`src/rtl/host_link_sequencer_pkg.sv`:
```
// Shared definitions for the host link sequencer: FSM encoding, result codes
// and the opcode legality helper.
package host_link_sequencer_pkg;

  typedef enum logic [2:0] {
    IDLE,
    CAPTURE,
    DISPATCH,
    WAIT_RSP,
    SEND,
    DRAIN
  } linkState_e;

  localparam logic [3:0] RESULT_OK      = 4'h0;
  localparam logic [3:0] RESULT_TIMEOUT = 4'h1;
  localparam logic [3:0] RESULT_BAD_OP  = 4'h2;

  localparam logic [3:0] OPCODE_LOOPBACK = 4'h0;

  function automatic logic isLegalOpcode(input logic [3:0] opcode, input int numOps);
    return int'({28'd0, opcode}) < numOps;
  endfunction

endpackage

```
`src/rtl/host_link_timeout.sv`:
```
// Saturating wait counter; expired rises once the count reaches TIMEOUT_CYCLES-1
// and the counter then holds there instead of wrapping.
module host_link_timeout #(
  parameter int unsigned TIMEOUT_CYCLES = 1000000
) (
  input  logic masterClock,
  input  logic reset,
  input  logic clear,
  input  logic enable,
  output logic expired
);

  localparam int CountWidth = $clog2(TIMEOUT_CYCLES);
  localparam logic [CountWidth-1:0] LastCount = CountWidth'(TIMEOUT_CYCLES - 1);

  logic [CountWidth-1:0] count;

  assign expired = (count == LastCount);

  always_ff @(posedge masterClock or posedge reset) begin
    if (reset) begin
      count <= '0;
    end else if (clear) begin
      count <= '0;
    end else if (enable && !expired) begin
      count <= count + 1'b1;
    end
  end

endmodule

```
`src/rtl/host_link_sequencer.sv`:
```
// Bridges packets from the wide UART I/O block to a DUT command/response port,
// replying with a tagged status byte and payload for every packet received.
module host_link_sequencer
  import host_link_sequencer_pkg::*;
#(
  parameter int          WIDTH          = 4,
  parameter int unsigned TIMEOUT_CYCLES = 1000000,
  parameter int          NUM_OPS        = 8
) (
  input  logic               masterClock,
  input  logic               reset,
  input  logic               dataReceived,
  input  logic [7:0]         control,
  input  logic [WIDTH*8-1:0] inputData,
  input  logic               transmitting,
  output logic               clearDR,
  output logic               transmit,
  output logic [7:0]         status,
  output logic [WIDTH*8-1:0] outputData,
  output logic               cmdValid,
  input  logic               cmdReady,
  output logic [3:0]         cmdOpcode,
  output logic [WIDTH*8-1:0] cmdData,
  input  logic               rspValid,
  input  logic [WIDTH*8-1:0] rspData,
  output logic               busy
);

  linkState_e state;
  logic [3:0] tagReg;
  logic       handshake;
  logic       timerClear;
  logic       timerEnable;
  logic       timerExpired;

  assign busy        = (state != IDLE);
  assign handshake   = cmdValid && cmdReady;
  // The counter restarts for DISPATCH and again at the handshake, so the
  // handshake phase and the response phase each get a full timeout budget.
  assign timerClear  = (state == CAPTURE) || ((state == DISPATCH) && handshake);
  assign timerEnable = ((state == DISPATCH) && !handshake) ||
                       ((state == WAIT_RSP) && !rspValid);

  host_link_timeout #(
    .TIMEOUT_CYCLES(TIMEOUT_CYCLES)
  ) timeoutCounter (
    .masterClock(masterClock),
    .reset      (reset),
    .clear      (timerClear),
    .enable     (timerEnable),
    .expired    (timerExpired)
  );

  // Main sequencer; status/outputData are only written on the way into SEND.
  always_ff @(posedge masterClock or posedge reset) begin
    if (reset) begin
      state      <= IDLE;
      tagReg     <= '0;
      clearDR    <= 1'b0;
      transmit   <= 1'b0;
      cmdValid   <= 1'b0;
      status     <= '0;
      outputData <= '0;
      cmdOpcode  <= '0;
      cmdData    <= '0;
    end else begin
      case (state)
        IDLE: begin
          if (dataReceived) begin
            tagReg    <= control[7:4];
            cmdOpcode <= control[3:0];
            cmdData   <= inputData;
            clearDR   <= 1'b1;
            state     <= CAPTURE;
          end
        end
        CAPTURE: begin
          if (!dataReceived) begin
            clearDR <= 1'b0;
            if (cmdOpcode == OPCODE_LOOPBACK) begin
              status     <= {tagReg, RESULT_OK};
              outputData <= cmdData;
              transmit   <= 1'b1;
              state      <= SEND;
            end else if (!isLegalOpcode(cmdOpcode, NUM_OPS)) begin
              status     <= {tagReg, RESULT_BAD_OP};
              outputData <= '0;
              transmit   <= 1'b1;
              state      <= SEND;
            end else begin
              cmdValid <= 1'b1;
              state    <= DISPATCH;
            end
          end
        end
        DISPATCH: begin
          if (handshake) begin
            cmdValid <= 1'b0;
            state    <= WAIT_RSP;
          end else if (timerExpired) begin
            cmdValid   <= 1'b0;
            status     <= {tagReg, RESULT_TIMEOUT};
            outputData <= '0;
            transmit   <= 1'b1;
            state      <= SEND;
          end
        end
        WAIT_RSP: begin
          if (rspValid) begin
            status     <= {tagReg, RESULT_OK};
            outputData <= rspData;
            transmit   <= 1'b1;
            state      <= SEND;
          end else if (timerExpired) begin
            status     <= {tagReg, RESULT_TIMEOUT};
            outputData <= '0;
            transmit   <= 1'b1;
            state      <= SEND;
          end
        end
        SEND: begin
          if (transmitting) begin
            transmit <= 1'b0;
            state    <= DRAIN;
          end
        end
        DRAIN: begin
          if (!transmitting) begin
            state <= IDLE;
          end
        end
        default: state <= IDLE;
      endcase
    end
  end

endmodule
```
`config.mk`:
```
export PLATFORM = sky130hd
export DESIGN_NAME = host_link_sequencer
export DESIGN_NICKNAME = d
export VERILOG_FILES = /design/src/rtl/host_link_sequencer_pkg.sv /design/src/rtl/host_link_timeout.sv /design/src/rtl/host_link_sequencer.sv
export SDC_FILE = /design/constraint.sdc
export NUM_CORES = 1
export LEC_CHECK = 0
export BUFFER_PORTS_ARGS = -buffer_cell sky130_fd_sc_hd__clkbuf_2
export CORE_MARGIN = 2
export CORE_UTILIZATION = 46
export DETAILED_ROUTE_END_ITERATION = 6
export PLACE_DENSITY = 0.76
export SLEW_MARGIN = 20
export SYNTH_ARGS = -nofsm -noshare
export SYNTH_HDL_FRONTEND = slang
export SYNTH_HIERARCHICAL = 1
export SYNTH_SLANG_ARGS = --single-unit
```
`constraint.sdc`:
```
create_clock -name masterClock -period 2.2 [get_ports masterClock]
set_input_delay 0.22 -clock masterClock [delete_from_list [all_inputs] [get_ports masterClock]]
set_output_delay 0.22 -clock masterClock [all_outputs]
set_load 0.005 [all_outputs]
```
==> flow_metrics.py, run 1 <==
metrics = {
    "setup_path": {
        "reg2reg_from": "state[2]",
        "r2r-end": "outputData[27]",
        "critPathCaptureType": "flop",
        "critPathMaxFanout": 13,
        "worstSetupPathType": "flop to flop",
        "reg2reg_depth": 5,
        "cp_data_arrival_time_ns": 2.30,
        "worst_ep_required_time_ns": 2.49,
        "cp-start-kind": "flop",
        "reg2reg_slack_ns": 0.18,
    },
    "timing": {
        "min_period_ns": 2.02,
        "setup_viol": 0,
        "slew_headroom_pct": 48.9,
        "hold_viol_final": 0,
        "tightest_slew_ns": 0.765,
        "fin_worst_skew_ns": 0.0130,
        "tns_ns": 0,
        "timing.final.ws_setup_ns": 0.182,
        "clock.fmax_ghz": 0.495,
        "grt_setup_unrepaired": "no",
        "whs_ns": 0.0827,
        "report.final.slew_viol_count": 0,
        "fin_crit_sh_pct": 91.7,
    },
    "route": {
        "drc": 0,
        "routed_wl_um": 12700,
        "routed_via_density": 5.50,
        "drtAntennaViolNets": 0,
        "post_drt_wl_per_cell_um": 17.9,
        "first_pass_iters": 4,
        "drt-initial-drc-count": 196,
        "via_count": 3914,
    },
    "synthesis": {
        "synth.most_common_cell": "dfrtp_1",
        "synth_edf_count": 0,
        "ys.flop_type": "dfrtp_1",
        "ys_types": 61,
        "synthTopCellsByArea": "dfrtp_1 53%, mux2_2 9.7%, o2bb2ai_2 6.0%, a22oi_1 4.8%, nor2_1 2.4%",
        "ys_seq_elements": 106,
        "avgSynthCellArea_um2": 12.4,
        "syn_inst": 400,
        "synth_top_area_share_pct": 53.3,
        "synthesis.area_um2": 4970,
        "async_reset_ff_share_pct": 100,
        "post-synth-top-area-cell": "dfrtp_1",
        "yosys_warnings": 6,
        "yosysSeqAreaShare_pct": 53.3,
        "yosys-top-cells-count": "106 x dfrtp_1, 43 x mux2_2, 32 x a22oi_1, 32 x nor2_1, 20 x o2bb2ai_2",
        "syn-num-nets": 479,
    },
    "die": {
        "core_um2": 10400,
        "rows": 37,
        "die_x_um": 108,
        "die_h_um": 108,
        "ios": 158,
        "dieArea_um2": 11700,
        "start_util_pct": 47.7,
    },
    "pwr": {
        "swShare_pct": 37.7,
        "p_leak_nw": 2.94,
        "comb_power_share_pct": 42.3,
        "max-vdd-ir-drop_v": 0.000696,
        "power_switching_mw": 2.92,
        "total_power_mw": 7.74,
        "power.density_nw_per_um2": 1240,
        "p_int_mw": 4.82,
        "clock_power_share_pct": 15.2,
        "sequentialPowerShare_pct": 42.5,
    },
    "clock_network": {
        "cts_tree": "built",
        "cts_resized": 0,
        "clk_latency_ns": 0.36,
        "clkSinkCount": 106,
        "postCtsSetupBuffers": 0,
        "clkSlewWorstSetupHoldPaths_ns": 0.10,
        "cts_buffers": 9,
        "cts_hold_buf": 1,
        "clock_path_buffers": 2,
        "cts_max_level": 3,
        "root_buffer": "clkbuf_8",
    },
    "grt": {
        "busiest_layer": "met2",
        "antenna_found_initial": 0,
        "overflow": 0,
        "grt_pass1_wl_um": 20500,
        "grtUsageTotal_pct": 22.7,
        "use_met2_pct": 37.2,
        "use_met1_pct": 29.4,
        "grt_max_degree": 34,
        "grt_pass1_vias": 4216,
        "grt.met3_usage_pct": 5.85,
    },
    "min_path": {
        "holdCritPathClass": "input pin to flop",
        "hold-path-cell-count": 2,
        "holdPathEnd": "cmdData[10]",
        "min_from": "inputData[10]",
    },
    "run": {
        "drv_cap": 0,
    },
    "layout": {
        "nets": 649,
        "areaGrowthSynthToFinish_pct": 25.8,
        "fin_util_pct": 60.1,
        "diodes": 0,
        "drive_above_1_share_pct": 48.0,
    },
    "placed_design": {
        "dp_slack_ns": 0.201,
        "place.detailed.hpwl_um": 9490,
        "place.gp.congestion": 0.888,
        "placement.io_buffers": 157,
    },
    "run_status": {
        "status": "finished, final reports clean",
    },
}
## layout make-up
class / count / area, um^2
multi-input cells: 261 / 2140
clock buffers: 11 / 151
clock inverters: 5 / 45.0
well taps: 136 / 170
inverters: 9 / 37.5
flip-flops and latches: 106 / 2650
fillers: 873 / 4160
repair buffers: 183 / 1060
## state kept, by name, summed over array words and instances, names as in the netlist
name                  flops
tagReg                    4
clearDR                   1
transmit                  1
cmdData                  32
status                    8
outputData               32
cmdOpcode                 4
state                     3
timeoutCounter/count     20
cmdValid                  1
## worst max-delay path by stage
stage               startpoint  slack [ns]                 endpoint  cells after the start
global route          state[2]        0.04           outputData[20]                      5
global placement      state[1]        0.24              cmdData[18]                      5
CTS                   state[2]        0.18           outputData[27]                      5
detailed placement    state[2]        0.20           outputData[24]                      5
floorplan             state[2]        0.05  timeoutCounter/count[9]                      8
finish                state[2]        0.18           outputData[27]                      5
## power by group through the flow
stage,logic (mW),registers (mW),clock network (mW)
after floorplan,1.96,3.25,0
after global placement,3.21,3.27,0
after detailed placement,3.32,3.30,0
after CTS,3.32,3.28,1.20
after global routing,3.56,3.38,1.29
final,3.27,3.29,1.17
## critical path, stage by stage, from the launching register on
cell and delay, ns:
dfrtp_1 0.50, or3b_1 0.41, o31a_1 0.37, o211ai_4 0.23, buf_4 0.30, o2bb2ai_1 0.14
## cells by family (layout without fill, tap and decap cells)
logic type                 count (synthesis)  count (layout)  synth area share [%]
xor gates and xnor gates                  10              10                  1.76
DFF                                      106             106                  53.3
adders and majority gates                  1               1                 0.252
AOI/OAI and AO/OA                        103             103                  18.3
buffers and inverters                     33             208                  4.00
and+or+nand+nor                          101             101                  11.9
muxes                                     46              46                  10.4
## placed cells by master (no fill, tap or decap), types with 6 or more instances in the layout
cell,count
a21oi_1,9
a22oi_1,32
buf_12,6
buf_4,19
clkbuf_2,157
clkbuf_8,11
dfrtp_1,106
inv_1,8
mux2_2,43
nand2_1,17
nor2_1,30
nor3_1,8
o21ai_0,8
o2bb2ai_1,13
o2bb2ai_2,20
## per-layer routing
metal	wire length, um	up-vias	part of all wire [%]
met5	0	-	0
met4	244	0	1.9
met3	779	22	6.1
met2	6280	124	49
met1	5400	1934	43
li1	-	1834	-
## metrics by stage
stage,instances,cell area [um^2]
finish,711,6260
global route,711,6260
CTS,711,6260
floorplan,400,4980
detailed placement,694,6050
global placement,694,6050
(Power assumes the default switching activity.)
==> run 2, diff against run 1 <==
--- a/config.mk
+++ b/config.mk
@@ -5,7 +5,7 @@
 export SDC_FILE = /design/constraint.sdc
 export NUM_CORES = 1
 export LEC_CHECK = 0
-export BUFFER_PORTS_ARGS = -buffer_cell sky130_fd_sc_hd__clkbuf_2
+export BUFFER_PORTS_ARGS = -buffer_cell sky130_fd_sc_hd__buf_2
 export CORE_MARGIN = 2
 export CORE_UTILIZATION = 46
 export DETAILED_ROUTE_END_ITERATION = 6
==> constraint.sdc (replaced) <==
create_clock -name masterClock -period 1.7 [get_ports masterClock]
set_input_delay 0.34 -clock masterClock [delete_from_list [all_inputs] [get_ports masterClock]]
set_output_delay 0.34 -clock masterClock [all_outputs]
set_load 0.005 [all_outputs]
==> run 2 against run 1 <==
- sequential share of layout area is 7.2 points lower
- critical path type unchanged
- the flow now finishes with violations (DRC, setup timing)
- cell count is 9.3% higher
- via count is 18% higher
- global-route usage is 4.7 points higher
- combinational power is 100% higher
==> flow_metrics.py, run 2 (synthesis results as in run 1) <==
metrics = {
    "run_status": {
        "status": "finished with violations",
        "violations": "DRC, setup timing",
    },
    "pwr": {
        "p_int_mw": 7.67,
        "max-vdd-ir-drop_v": 0.000985,
        "swShare_pct": 38.7,
        "clock_power_share_pct": 12.3,
        "power.density_nw_per_um2": 1660,
        "power_switching_mw": 4.85,
        "sequentialPowerShare_pct": 34.6,
        "p_leak_nw": 3.62,
        "comb_power_share_pct": 53.1,
    },
    "timing": {
        "fin_crit_sh_pct": 114,
        "hold_viol_final": 0,
        "tns_ns": -16.30,
        "clock.fmax_ghz": 0.516,
        "grt_setup_unrepaired": "yes",
        "setup_viol": 106,
        "fin_worst_skew_ns": 0.00908,
        "slew_headroom_pct": 68.4,
        "tightest_slew_ns": 0.473,
        "timing.final.ws_setup_ns": -0.239,
        "min_period_ns": 1.94,
        "whs_ns": 0.182,
        "report.final.slew_viol_count": 0,
    },
    "die": {
        "die_h_um": 108,
        "ios": 158,
        "start_util_pct": 47.7,
        "die_x_um": 108,
        "dieArea_um2": 11700,
        "core_um2": 10400,
        "rows": 37,
    },
    "setup_path": {
        "critPathCaptureType": "flop",
        "cp-start-kind": "flop",
        "cp_data_arrival_time_ns": 2.22,
        "worstSetupPathType": "flop to flop",
        "critPathMaxFanout": 5,
        "worst_ep_required_time_ns": 1.98,
    },
    "clock_network": {
        "root_buffer": "clkbuf_8",
        "clkSinkCount": 106,
        "clk_latency_ns": 0.38,
        "clock_path_buffers": 2,
        "cts_tree": "built",
        "cts_max_level": 3,
        "clkSlewWorstSetupHoldPaths_ns": 0.11,
        "cts_buffers": 9,
    },
    "placed_design": {
        "place.gp.congestion": 0.906,
        "postPlaceCellArea_um2": 6480,
        "dp_slack_ns": -0.178,
        "placement.io_buffers": 157,
        "place.detailed.hpwl_um": 9910,
    },
    "route": {
        "drc": 1,
        "drt-initial-drc-count": 462,
        "first_pass_iters": 7,
        "via_count": 4608,
        "routed_via_density": 5.93,
        "post_drt_wl_per_cell_um": 22.3,
        "drtAntennaViolNets": 0,
        "routed_wl_um": 17300,
    },
    "min_path": {
        "holdCritPathClass": "input pin to flop",
    },
    "grt": {
        "antenna_found_initial": 0,
        "overflow": 0,
        "grt_pass1_wl_um": 24400,
        "grt_pass1_vias": 4761,
        "grt_max_degree": 36,
        "grtUsageTotal_pct": 27.4,
    },
    "layout": {
        "fill_cells": 681,
        "layout_commonest_cell": "buf_2",
        "diodes": 0,
        "nets": 716,
        "areaGrowthSynthToFinish_pct": 51.9,
        "fin_util_pct": 72.5,
        "final_cell_mix": "156 x buf_2, 105 x dfrtp_1, 54 x buf_4",
        "reg_top3": "cmdData: 32 flops, outputData: 32 flops, timeoutCounter/count: 20 flops",
        "drive_above_1_share_pct": 61.2,
        "fin_area_um2": 7550,
    },
    "run": {
        "drv_cap": 0,
    },
}
[run 2: cell types whose count changed in the layout (fill, tap and decap cells not counted), moves of 5 or more]
cell       before  now
clkbuf_2      157    0
buf_2           0  156
mux2_4          0   43
mux2_2         43    1
buf_4          19   54
buf_6           0   21
o2bb2ai_1      13    3
nor2_1         30   23
buf_16          0    5
o2bb2ai_2      20   25
o2bb2ai_4       0    5
[run 2: worst paths after layout]
| path | start | cells past startpoint | end | slack [ns] |
|---|---|---|---|---|
| setup / recovery | state[2] | 5 | status[7] | -0.24 |
| min in group asynchronous | reset | 3 | cmdData[9] | 0.53 |
| setup reg to reg | state[2] | 5 | status[7] | -0.24 |
| hold reg to reg | outputData[31] | 1 | outputData[31] | 0.50 |
| max in group asynchronous | reset | 4 | outputData[23] | 0.65 |
| hold / removal | inputData[9] | 2 | cmdData[9] | 0.18 |
[run 2: repair_timing]
action	in CTS	in global routing
setup endpoints to repair	94	106
gates resized for setup	65	56
hold buffers	1	0
buffers inserted	16	5
endpoints found under the hold margin	14	0
pin swaps	16	23
gates cloned	6	2
[run 2: power groups by stage]
stage / sequential [mW] / combinational [mW] / clock [mW]
after floorplan: 4.22 / 2.77 / 0
after global placement: 4.19 / 4.62 / 0
after detailed placement: 4.22 / 4.77 / 0
after CTS: 4.22 / 5.95 / 1.55
after global routing: 4.41 / 6.96 / 1.69
final: 4.33 / 6.65 / 1.55
[run 2: area by class of cell]
class	instances	area, um^2	area share [%]
Sequential cell	106	2650	35.1
Clock buffer	10	138	1.82
Timing Repair Buffer	249	1820	24.0
Inverter	9	37.5	0.497
Multi-Input combinational cell	262	2690	35.6
Clock inverter	5	46.3	0.613
Tap cell	136	170	2.25
[run 2: worst max-delay path, cell delays in order (launching register included)]
cell      delay (ns)
dfrtp_1         0.45
buf_6           0.14
or4bb_1         0.48
o31a_1          0.21
o211ai_4        0.18
mux2_2          0.38
[run 2: metrics by stage]
step / instances / total power, mW
global route: 777 / 13.1
floorplan: 400 / 6.99
global placement: 734 / 8.80
finish: 777 / 12.5
detailed placement: 734 / 8.99
CTS: 772 / 11.7
[run 2: per-layer routing]
metal | track usage [%] | wire length [um] | vias to the layer above
met5 | 0 | 0 | -
met3 | 6.51 | 1270 | 56
met4 | 11.0 | 647 | 0
li1 | - | - | 1974
met1 | 33.7 | 6450 | 2296
met2 | 46.7 | 8970 | 282
